## src/rtl/npu_stream_dma.sv

```systemverilog
// -----------------------------------------------------------------------------
// npu_stream_dma
//
// Memory-side streaming DMA engine for the NPU. A read channel fetches 32-bit
// words over an Avalon-MM read master and presents them as a valid/ready
// stream toward the sequencer. A write channel accepts the sequencer's result
// stream and writes each word through an Avalon-MM write master. Both channels
// run concurrently under a single start/done handshake.
//
// Ports:
//   clk, rst_n              clock (rising edge), async active-low reset
//   start                   one-cycle job launch, ignored while busy
//   src_addr, dst_addr      base byte addresses (bits [1:0] ignored)
//   rd_words, wr_words      word counts per channel (0 = channel idle)
//   busy, done              job in progress / one-cycle completion pulse
//   avm_rd_*                Avalon-MM read master (pipelined, readdatavalid)
//   st_out_*                read data stream toward the sequencer
//   st_in_*                 result stream from the sequencer
//   avm_wr_*                Avalon-MM write master
// -----------------------------------------------------------------------------
module npu_stream_dma #(
    parameter int FIFO_DEPTH = 8,
    parameter int FIFO_AW    = 3
) (
    input  logic        clk,
    input  logic        rst_n,
    input  logic        start,
    input  logic [31:0] src_addr,
    input  logic [31:0] dst_addr,
    input  logic [31:0] rd_words,
    input  logic [31:0] wr_words,
    output logic        busy,
    output logic        done,
    output logic [31:0] avm_rd_address,
    output logic        avm_rd_read,
    input  logic        avm_rd_waitrequest,
    input  logic [31:0] avm_rd_readdata,
    input  logic        avm_rd_readdatavalid,
    output logic [31:0] st_out_data,
    output logic        st_out_valid,
    input  logic        st_out_ready,
    input  logic [31:0] st_in_data,
    input  logic        st_in_valid,
    output logic        st_in_ready,
    output logic [31:0] avm_wr_address,
    output logic        avm_wr_write,
    output logic [31:0] avm_wr_writedata,
    input  logic        avm_wr_waitrequest
);

    typedef enum logic [0:0] {
        ST_IDLE = 1'b0,
        ST_RUN  = 1'b1
    } state_t;

    localparam logic [FIFO_AW:0]   DEPTH_C      = (FIFO_AW+1)'(FIFO_DEPTH);
    localparam logic [FIFO_AW+1:0] DEPTH_WIDE_C = (FIFO_AW+2)'(FIFO_DEPTH);

    state_t             state_r;
    logic               busy_r;
    logic               done_r;
    logic [31:0]        rd_addr_r;
    logic [31:0]        wr_addr_r;
    logic [31:0]        rd_words_r;
    logic [31:0]        wr_words_r;
    logic [31:0]        rd_issued_r;
    logic [31:0]        wr_accepted_r;
    logic [31:0]        wr_done_r;
    logic [FIFO_AW:0]   outstanding_r;
    logic [FIFO_AW:0]   fifo_count_r;
    logic [FIFO_AW-1:0] fifo_wr_ptr_r;
    logic [FIFO_AW-1:0] fifo_rd_ptr_r;
    logic [31:0]        fifo_mem_r [FIFO_DEPTH];
    logic               wr_pend_r;
    logic [31:0]        wr_data_r;

    logic               run_s;
    logic [FIFO_AW+1:0] used_s;
    logic               credit_ok_s;
    logic               rd_req_s;
    logic               rd_accept_s;
    logic               ret_valid_s;
    logic               fifo_empty_s;
    logic               fifo_full_s;
    logic               push_s;
    logic               pop_s;
    logic               in_ready_s;
    logic               in_accept_s;
    logic               wr_complete_s;
    logic               rd_side_done_s;
    logic               wr_side_done_s;

    assign run_s        = (state_r == ST_RUN);
    assign fifo_empty_s = (fifo_count_r == '0);
    assign fifo_full_s  = (fifo_count_r == DEPTH_C);

    // Buffered words plus in-flight reads may never exceed the FIFO size, so
    // every returned word is guaranteed a slot.
    assign used_s      = {1'b0, fifo_count_r} + {1'b0, outstanding_r};
    assign credit_ok_s = (used_s < DEPTH_WIDE_C);

    assign rd_req_s    = run_s && (rd_issued_r < rd_words_r) && credit_ok_s;
    assign rd_accept_s = rd_req_s && !avm_rd_waitrequest;

    // A return with nothing outstanding is a protocol error and is dropped.
    assign ret_valid_s = avm_rd_readdatavalid && (outstanding_r != '0);
    assign push_s      = ret_valid_s && !fifo_full_s;
    assign pop_s       = !fifo_empty_s && st_out_ready;

    assign in_ready_s     = run_s && !wr_pend_r && (wr_accepted_r < wr_words_r);
    assign in_accept_s    = in_ready_s && st_in_valid;
    assign wr_complete_s  = wr_pend_r && !avm_wr_waitrequest;

    assign rd_side_done_s = (rd_issued_r == rd_words_r) && (outstanding_r == '0) && fifo_empty_s;
    assign wr_side_done_s = (wr_done_r == wr_words_r) && !wr_pend_r;

    // All outputs are functions of registered state only.
    assign busy             = busy_r;
    assign done             = done_r;
    assign avm_rd_address   = rd_addr_r;
    assign avm_rd_read      = rd_req_s;
    assign st_out_valid     = !fifo_empty_s;
    // Storage is not reset, so the head is masked while the FIFO is empty.
    assign st_out_data      = fifo_empty_s ? 32'h0000_0000 : fifo_mem_r[fifo_rd_ptr_r];
    assign st_in_ready      = in_ready_s;
    assign avm_wr_address   = wr_addr_r;
    assign avm_wr_write     = wr_pend_r;
    assign avm_wr_writedata = wr_data_r;

    // Job FSM, address/count bookkeeping and the write holding register.
    always_ff @(posedge clk or negedge rst_n) begin
        if (!rst_n) begin
            state_r       <= ST_IDLE;
            busy_r        <= 1'b0;
            done_r        <= 1'b0;
            rd_addr_r     <= 32'h0000_0000;
            wr_addr_r     <= 32'h0000_0000;
            rd_words_r    <= 32'h0000_0000;
            wr_words_r    <= 32'h0000_0000;
            rd_issued_r   <= 32'h0000_0000;
            wr_accepted_r <= 32'h0000_0000;
            wr_done_r     <= 32'h0000_0000;
            wr_pend_r     <= 1'b0;
            wr_data_r     <= 32'h0000_0000;
        end else begin
            done_r <= 1'b0;
            case (state_r)
                ST_IDLE: begin
                    if (start) begin
                        state_r       <= ST_RUN;
                        busy_r        <= 1'b1;
                        rd_addr_r     <= src_addr & 32'hFFFF_FFFC;
                        wr_addr_r     <= dst_addr & 32'hFFFF_FFFC;
                        rd_words_r    <= rd_words;
                        wr_words_r    <= wr_words;
                        rd_issued_r   <= 32'h0000_0000;
                        wr_accepted_r <= 32'h0000_0000;
                        wr_done_r     <= 32'h0000_0000;
                        wr_pend_r     <= 1'b0;
                    end
                end
                ST_RUN: begin
                    if (rd_accept_s) begin
                        rd_issued_r <= rd_issued_r + 32'd1;
                        rd_addr_r   <= rd_addr_r + 32'd4;
                    end
                    // in_accept_s requires !wr_pend_r, so it never collides
                    // with a completion in the same cycle.
                    if (in_accept_s) begin
                        wr_data_r     <= st_in_data;
                        wr_pend_r     <= 1'b1;
                        wr_accepted_r <= wr_accepted_r + 32'd1;
                    end else if (wr_complete_s) begin
                        wr_pend_r <= 1'b0;
                        wr_done_r <= wr_done_r + 32'd1;
                        wr_addr_r <= wr_addr_r + 32'd4;
                    end
                    if (rd_side_done_s && wr_side_done_s) begin
                        state_r <= ST_IDLE;
                        busy_r  <= 1'b0;
                        done_r  <= 1'b1;
                    end
                end
                default: begin
                    state_r <= ST_IDLE;
                    busy_r  <= 1'b0;
                end
            endcase
        end
    end

    // In-flight read counter: +1 per accepted request, -1 per valid return.
    always_ff @(posedge clk or negedge rst_n) begin
        if (!rst_n) begin
            outstanding_r <= '0;
        end else begin
            case ({rd_accept_s, ret_valid_s})
                2'b10:   outstanding_r <= outstanding_r + {{FIFO_AW{1'b0}}, 1'b1};
                2'b01:   outstanding_r <= outstanding_r - {{FIFO_AW{1'b0}}, 1'b1};
                default: outstanding_r <= outstanding_r;
            endcase
        end
    end

    // Read-return FIFO pointers and occupancy.
    always_ff @(posedge clk or negedge rst_n) begin
        if (!rst_n) begin
            fifo_wr_ptr_r <= '0;
            fifo_rd_ptr_r <= '0;
            fifo_count_r  <= '0;
        end else begin
            if (push_s) begin
                fifo_wr_ptr_r <= fifo_wr_ptr_r + {{(FIFO_AW-1){1'b0}}, 1'b1};
            end
            if (pop_s) begin
                fifo_rd_ptr_r <= fifo_rd_ptr_r + {{(FIFO_AW-1){1'b0}}, 1'b1};
            end
            case ({push_s, pop_s})
                2'b10:   fifo_count_r <= fifo_count_r + {{FIFO_AW{1'b0}}, 1'b1};
                2'b01:   fifo_count_r <= fifo_count_r - {{FIFO_AW{1'b0}}, 1'b1};
                default: fifo_count_r <= fifo_count_r;
            endcase
        end
    end

    // FIFO storage; contents are only observable through the masked head.
    always_ff @(posedge clk) begin
        if (push_s) begin
            fifo_mem_r[fifo_wr_ptr_r] <= avm_rd_readdata;
        end
    end

endmodule

```

## config.mk

```make
export PLATFORM = sky130hd
export DESIGN_NAME = npu_stream_dma
export DESIGN_NICKNAME = d
export VERILOG_FILES = /design/src/rtl/npu_stream_dma.sv
export SDC_FILE = /design/constraint.sdc
export NUM_CORES = 1
export LEC_CHECK = 0
export CORE_ASPECT_RATIO = 1.5
export CORE_UTILIZATION = 55
export DETAILED_ROUTE_END_ITERATION = 7
export PLACE_DENSITY = 0.8
export SYNTH_ARGS = -nofsm -noshare
export SYNTH_HDL_FRONTEND = slang
export SYNTH_SLANG_ARGS = --single-unit
export TNS_END_PERCENT = 1
```

## constraint.sdc

```tcl
create_clock -name clk -period 10.7 [get_ports clk]
set_input_delay 2.14 -clock clk [delete_from_list [all_inputs] [get_ports clk]]
set_output_delay 2.14 -clock clk [all_outputs]
set_load 0.03 [all_outputs]
```

# Word-level counts from Yosys, hierarchy flattened
# Memory sizes are Yosys's and may differ from the RTL's.
# Index checks and enable logic that the tools add are counted.
[word_totals] reg_bits=274 ramBits=256 elab_cells=110 memories=1
[op_classes] addsub=12 magnitude_cmp=3 n_eq_ne=14 muxes=32 bitwise=1 reduce_logical=31
[mem_list] memory="fifo_mem_r" words=8 word_bits=32 read_ports=1 rd_clocked_by_memory_dff=0 write_ports=1 line="73" source="logic [31:0] fifo_mem_r [FIFO_DEPTH];"
[ops] operator="$mux W32" count=11
[ops] operator="$pmux W32 S2" count=5
[ops] operator="$add A32 B1 Y32 const B" count=3
[ops] operator="$add A32 B3 Y32 const B" count=2
[ops] operator="$eq A32 B32 Y1" count=2
[ops] operator="$lt A32 B32 Y1" count=2
[ops] operator="$pmux W4 S2" count=2
[ops] operator="$logic_and A1 B1 Y1" count=14
[ops] operator="$reduce_and A2 Y1" count=6
[ops] operator="$mux W1" count=11
[ops] operator="$add A4 B1 Y4 const B" count=2
[ops] operator="$logic_not A4 Y1" count=2
[ops] operator="$ne A2 B1 Y1 const B" count=4
[ops] operator="$sub A4 B1 Y4 const B" count=2
[ops] operator="$add A3 B1 Y3 const B" count=2
[ops] operator="$pmux W1 S2" count=3
[ops] operator="$add A4 B4 Y5" count=1
[ops] operator="$logic_not A1 Y1" count=5
[ops] operator="$lt A5 B4 Y1 const B" count=1
[ops] operator="$eq A2 B1 Y1 const B" count=2
[ops] operator="$eq A2 B2 Y1 const B" count=2
[ops] operator="$eq A4 B4 Y1 const B" count=1
[ops] operator="$ne A2 B2 Y1 const B" count=2
[ops] operator="$reduce_bool A2 Y1" count=2
[ops] operator="other kinds (4)" count=4

# Logic depth before layout (Yosys ltp)
[depth] word_depth=6 depth_mapped=17

# Worst setup path before layout
# No wires, ideal clock.
[synth_path] kind="input port to flip-flop" start="in avm_rd_readdatavalid" end="mem fifo_mem_r[1][0], enable pin" setup_ns=0.461 arrival_time_ns=4.899 t_required_ns=10.239 setup_slack_ns=5.340 path_stages=4 cell_sequence="nand2_1 -> a21oi_1 -> nand2_1 -> nor3_1"
[synth_between] elab_chain_cells=4
[synth_rtl] item="start: declaration" line="38" source="input logic avm_rd_readdatavalid,"
[synth_rtl] item="$logic_and A1 B1 Y1" line="106" source="assign ret_valid_s = avm_rd_readdatavalid && (outstanding_r != '0);"
[synth_rtl] item="$logic_and A1 B1 Y1" line="107" source="assign push_s = ret_valid_s && !fifo_full_s;"
[synth_rtl] item="$mux W1" line="228" source="if (push_s) begin"
[synth_rtl] item="$mux W1 (not written as such)" line="229" source="fifo_mem_r[fifo_wr_ptr_r] <= avm_rd_readdata;"
[synth_rtl] item="end: declaration" line="73"
# No other way between the ends.

# Worst setup path in the final report
[layout_path] start="reg fifo_rd_ptr_r[0]" end="out st_out_data[14]"
[layout_between] elab_chain_cells=2
[layout_rtl] item="start: declaration" line="72" source="logic [FIFO_AW-1:0] fifo_rd_ptr_r;"
[layout_rtl] item="start signal: assignment" line="216" source="fifo_rd_ptr_r <= fifo_rd_ptr_r + {{(FIFO_AW-1){1'b0}}, 1'b1};"
[layout_rtl] item="$mem_v2 Z8 W32"
[layout_rtl] item="$mux W32" line="124" source="assign st_out_data = fifo_empty_s ? 32'h0000_0000 : fifo_mem_r[fifo_rd_ptr_r];"
[layout_rtl] item="end: declaration" line="39" source="output logic [31:0] st_out_data,"
# No other way between the ends.

==> impl_metrics.toml <==
[run_status]
status = "completed"

[clocking]
cts_resized = 0
clock_latency_late_sink_ns = 0.59
cts_tree = "yes"
clkSlewWorstSetupHoldPaths_ns = 0.07
number_of_buffers_added_by_the_clock_tree_synthesis_step = 48
cts_setup_buffers = 0
clock_root_buffer_master = "clkbuf_16"
clock_sinks = 526
h-tree-depth = 2
cts_buffer_depth = 3
cts.hold.buffers_added = 0

[timing]
finalHoldViolations = 0
finalCritPeriodShare_pct = 54.3
timing.clock.skew_ns = 0.0229
final_max_slew_viol_count = 0
timing.fmax_mhz = 172
slew_headroom_pct = 24.4
tns_ns = 0
worst_margin_slew_ns = 1.12
grt_setup_unrepaired = "false"
finalCriticalPeriod_ns = 5.81
final-setup-viol-count = 0

[critical_path]
crit_fanout = 42
timing.critical_path.slowest_stage_cell = "dfrtp_4"
endpoint_kind = "output port"
worstPathCellList = "buf_4 -> mux4_2 -> mux2i_1 -> nor2_1 -> clkdlybuf4s50_1"
setup.worst_path.start_class = "flop"
worstPathArrival_ns = 3.67
slowest_cell_delay_on_critical_path_ns = 0.73
timing_worst_setup_path_type = "reg -> out"
crit_required_ns = 8.56

[yosys]
synth_cell_type_count = 74
synth_async_sr_flop_share_pct = 51.3
postSynthRegisterBits = 526
synth.top_cells.by_area = "edfxtp_1, dfrtp_1, mux4_2, nand2_1, ha_1"
synthMostInstantiatedCell = "nand2_1"
yosysWarnings = 0
largest_area_contributor_in_the_netlist = "edfxtp_1"
mappedNetlistArea_um2 = 24900
synth_top_flop_cell = "dfrtp_1"
synth.yosys.seq_area_share_pct = 58.0
count_of_flip_flops_with_a_built_in_enable_after_synthesis = 256
synthCells = 2163
most_frequent_cells_after_synthesis = "nand2_1, dfrtp_1, edfxtp_1"
syn_area_per_cell_um2 = 11.5
synthDominantCellAreaShare_pct = 30.9

[global_route]
grt_start_max_net_pins = 173
first_pass_grt_wire_length_mm = 100
number_of_antenna_violations_at_the_first_check_in_global_routing = 3
grt-ovfl-total = 0
global_route.usage.total_pct = 27.7
vias_in_the_first_global_route = 18900

[job]
cap_viol_max_count = 0

[finish]
drive_above_1_share_pct = 8.26
fin_nets = 2736
finalCoreUtilization_pct = 67.9
layout.filler_cells = 3207
layout.cell_area.non_filler_um2 = 30300
flow.area_growth_from_synthesis_pct = 21.9
final_cell_count_no_fill = 3076

[min_path]
worst_hold_class = "reg -> reg"

[power]
power.total_mw = 6.87
power-per-cell-area_nw_per_um2 = 226
static-leakage-power_nw = 12.0
vdd_drop_max_v = 0.000241

[placement]
dpl_cell_area_um2 = 28700
port_buffers = 325
globalplace.congestion = 0.917
hpwl_mm = 41.6
place.detailed.instances = 2987

[routing]
dr.pass1.iters = 5
met1Wirelength_mm = 23.6
route.met3.wl_mm = 4.42
routedWlPerCell_um = 20.8
drtAntennaViolNets = 0
vias_per_cell = 5.99
dr.first_iter.drc_count = 1422
post-route-drc-count = 0
via_count = 18400
totalWireLength_mm = 63.8
wl_met2_mm = 33.1
top_signal_layer_used = "met5"

[floorplan]
die_w_um = 176
top_level_ports = 334
rows = 95
floorplan.initialDensity_pct = 55.7
die_y_um = 263
die_footprint_um2 = 46100
core_region_area_um2 = 44700
[through the flow]
stage	hold slack, ns	setup slack, ns
2_1_floorplan	0.452	5.34
3_3_place_gp	0.458	5.32
3_5_place_dp	0.462	5.27
4_1_cts	0.478	4.77
5_1_grt	0.491	4.64
6_report	0.474	4.89
[cells in the final DEF (no fill, tap or decap), types with 19 or more instances in the layout]
cell             instances
clkdlybuf4s50_1        324
nand2_1                313
dfrtp_1                266
edfxtp_1               256
o21ai_0                139
nor2_1                 128
a21oi_1                118
inv_1                  112
ha_1                    79
nand3_1                 74
mux4_2                  64
mux2i_1                 54
clkbuf_16               49
nand4_1                 44
xor2_1                  43
xnor2_1                 38
buf_4                   27
nor3_1                  26
and3_1                  26
o22ai_1                 25
a211oi_1                19
[critical path, delay by kind of cell, from the launching register on]
family                 cells  cell delay [ns]
buffers and inverters      2             1.36
multiplexers               2             0.83
flip-flops                 1             0.73
AND/OR/NAND/NOR            1             0.09
[area by class of cell]
type / count / area (um^2) / share of cell area, %
sequential: 526 / 14500 / 47.6
inverter: 113 / 424 / 1.40
clock buffer: 64 / 1340 / 4.42
tap: 582 / 728 / 2.40
clock inverter: 24 / 270 / 0.891
antenna: 1 / 2.50 / 0.00825
multi-input combinational: 1413 / 9640 / 31.8
timing repair buffer: 353 / 3480 / 11.5
[where the power goes]
| group | switching (mW) | internal [mW] | leakage (nW) | total, mW |
|---|---|---|---|---|
| combinational | 1.44 | 1.00 | 5.63 | 2.44 |
| sequential | 0.219 | 2.44 | 5.59 | 2.66 |
| clock | 0.767 | 1.01 | 0.783 | 1.77 |
| total | 2.42 | 4.44 | 12.0 | 6.87 |
[state kept, by name, indices dropped and copies added, names as in the netlist, 3 cells and up]
register	count
wr_words_r	32
avm_rd_address	30
fifo_rd_ptr_r	3
avm_wr_address	30
wr_done_r	32
rd_words_r	32
fifo_wr_ptr_r	3
wr_accepted_r	32
rd_issued_r	32
avm_wr_writedata	32
fifo_count_r	4
outstanding_r	4
fifo_mem_r	256
[worst paths after layout]
check	startpoint	slack [ns]	depth (start not counted)	end
min in group asynchronous	rst_n	1.61	1	avm_wr_address[7]$_DFFE_PN0P_
worst min-delay path	avm_wr_writedata[0]$_DFFE_PN0P_	0.47	2	avm_wr_writedata[0]$_DFFE_PN0P_
worst min register to register	avm_wr_writedata[0]$_DFFE_PN0P_	0.47	2	avm_wr_writedata[0]$_DFFE_PN0P_
worst max register to register	rd_issued_r[14]$_DFFE_PN0P_	6.21	15	outstanding_r[3]$_DFFE_PN0P_
max in group asynchronous	rst_n	7.61	2	fifo_rd_ptr_r[0]$_DFFE_PN0P_
worst max-delay path	fifo_rd_ptr_r[0]$_DFFE_PN0P_	4.89	5	st_out_data[14]
[layer usage]
metal	GRT usage, %	up-vias
li1	-	8449
met1	32.5	9014
met2	49.4	779
met3	4.75	165
met4	12.5	4
met5	0	-
[logic make-up (layout without fill, tap and decap cells)]
group                    after synthesis  count (layout)  share of synthesized area [%]
XOR/XNOR                              81              81                           2.85
AND/OR/NAND/NOR                      724             724                           13.5
multiplexers                         124             124                           8.23
flip-flops                           526             526                           58.0
adder cells (fa/ha/maj)               81              81                           4.13
other                                  1               5                         0.0151
buffers and inverters                227             554                           3.52
AO/OA/AOI/OAI                        399             399                           9.68
No activity file was read; power rests on OpenSTA's default activity.
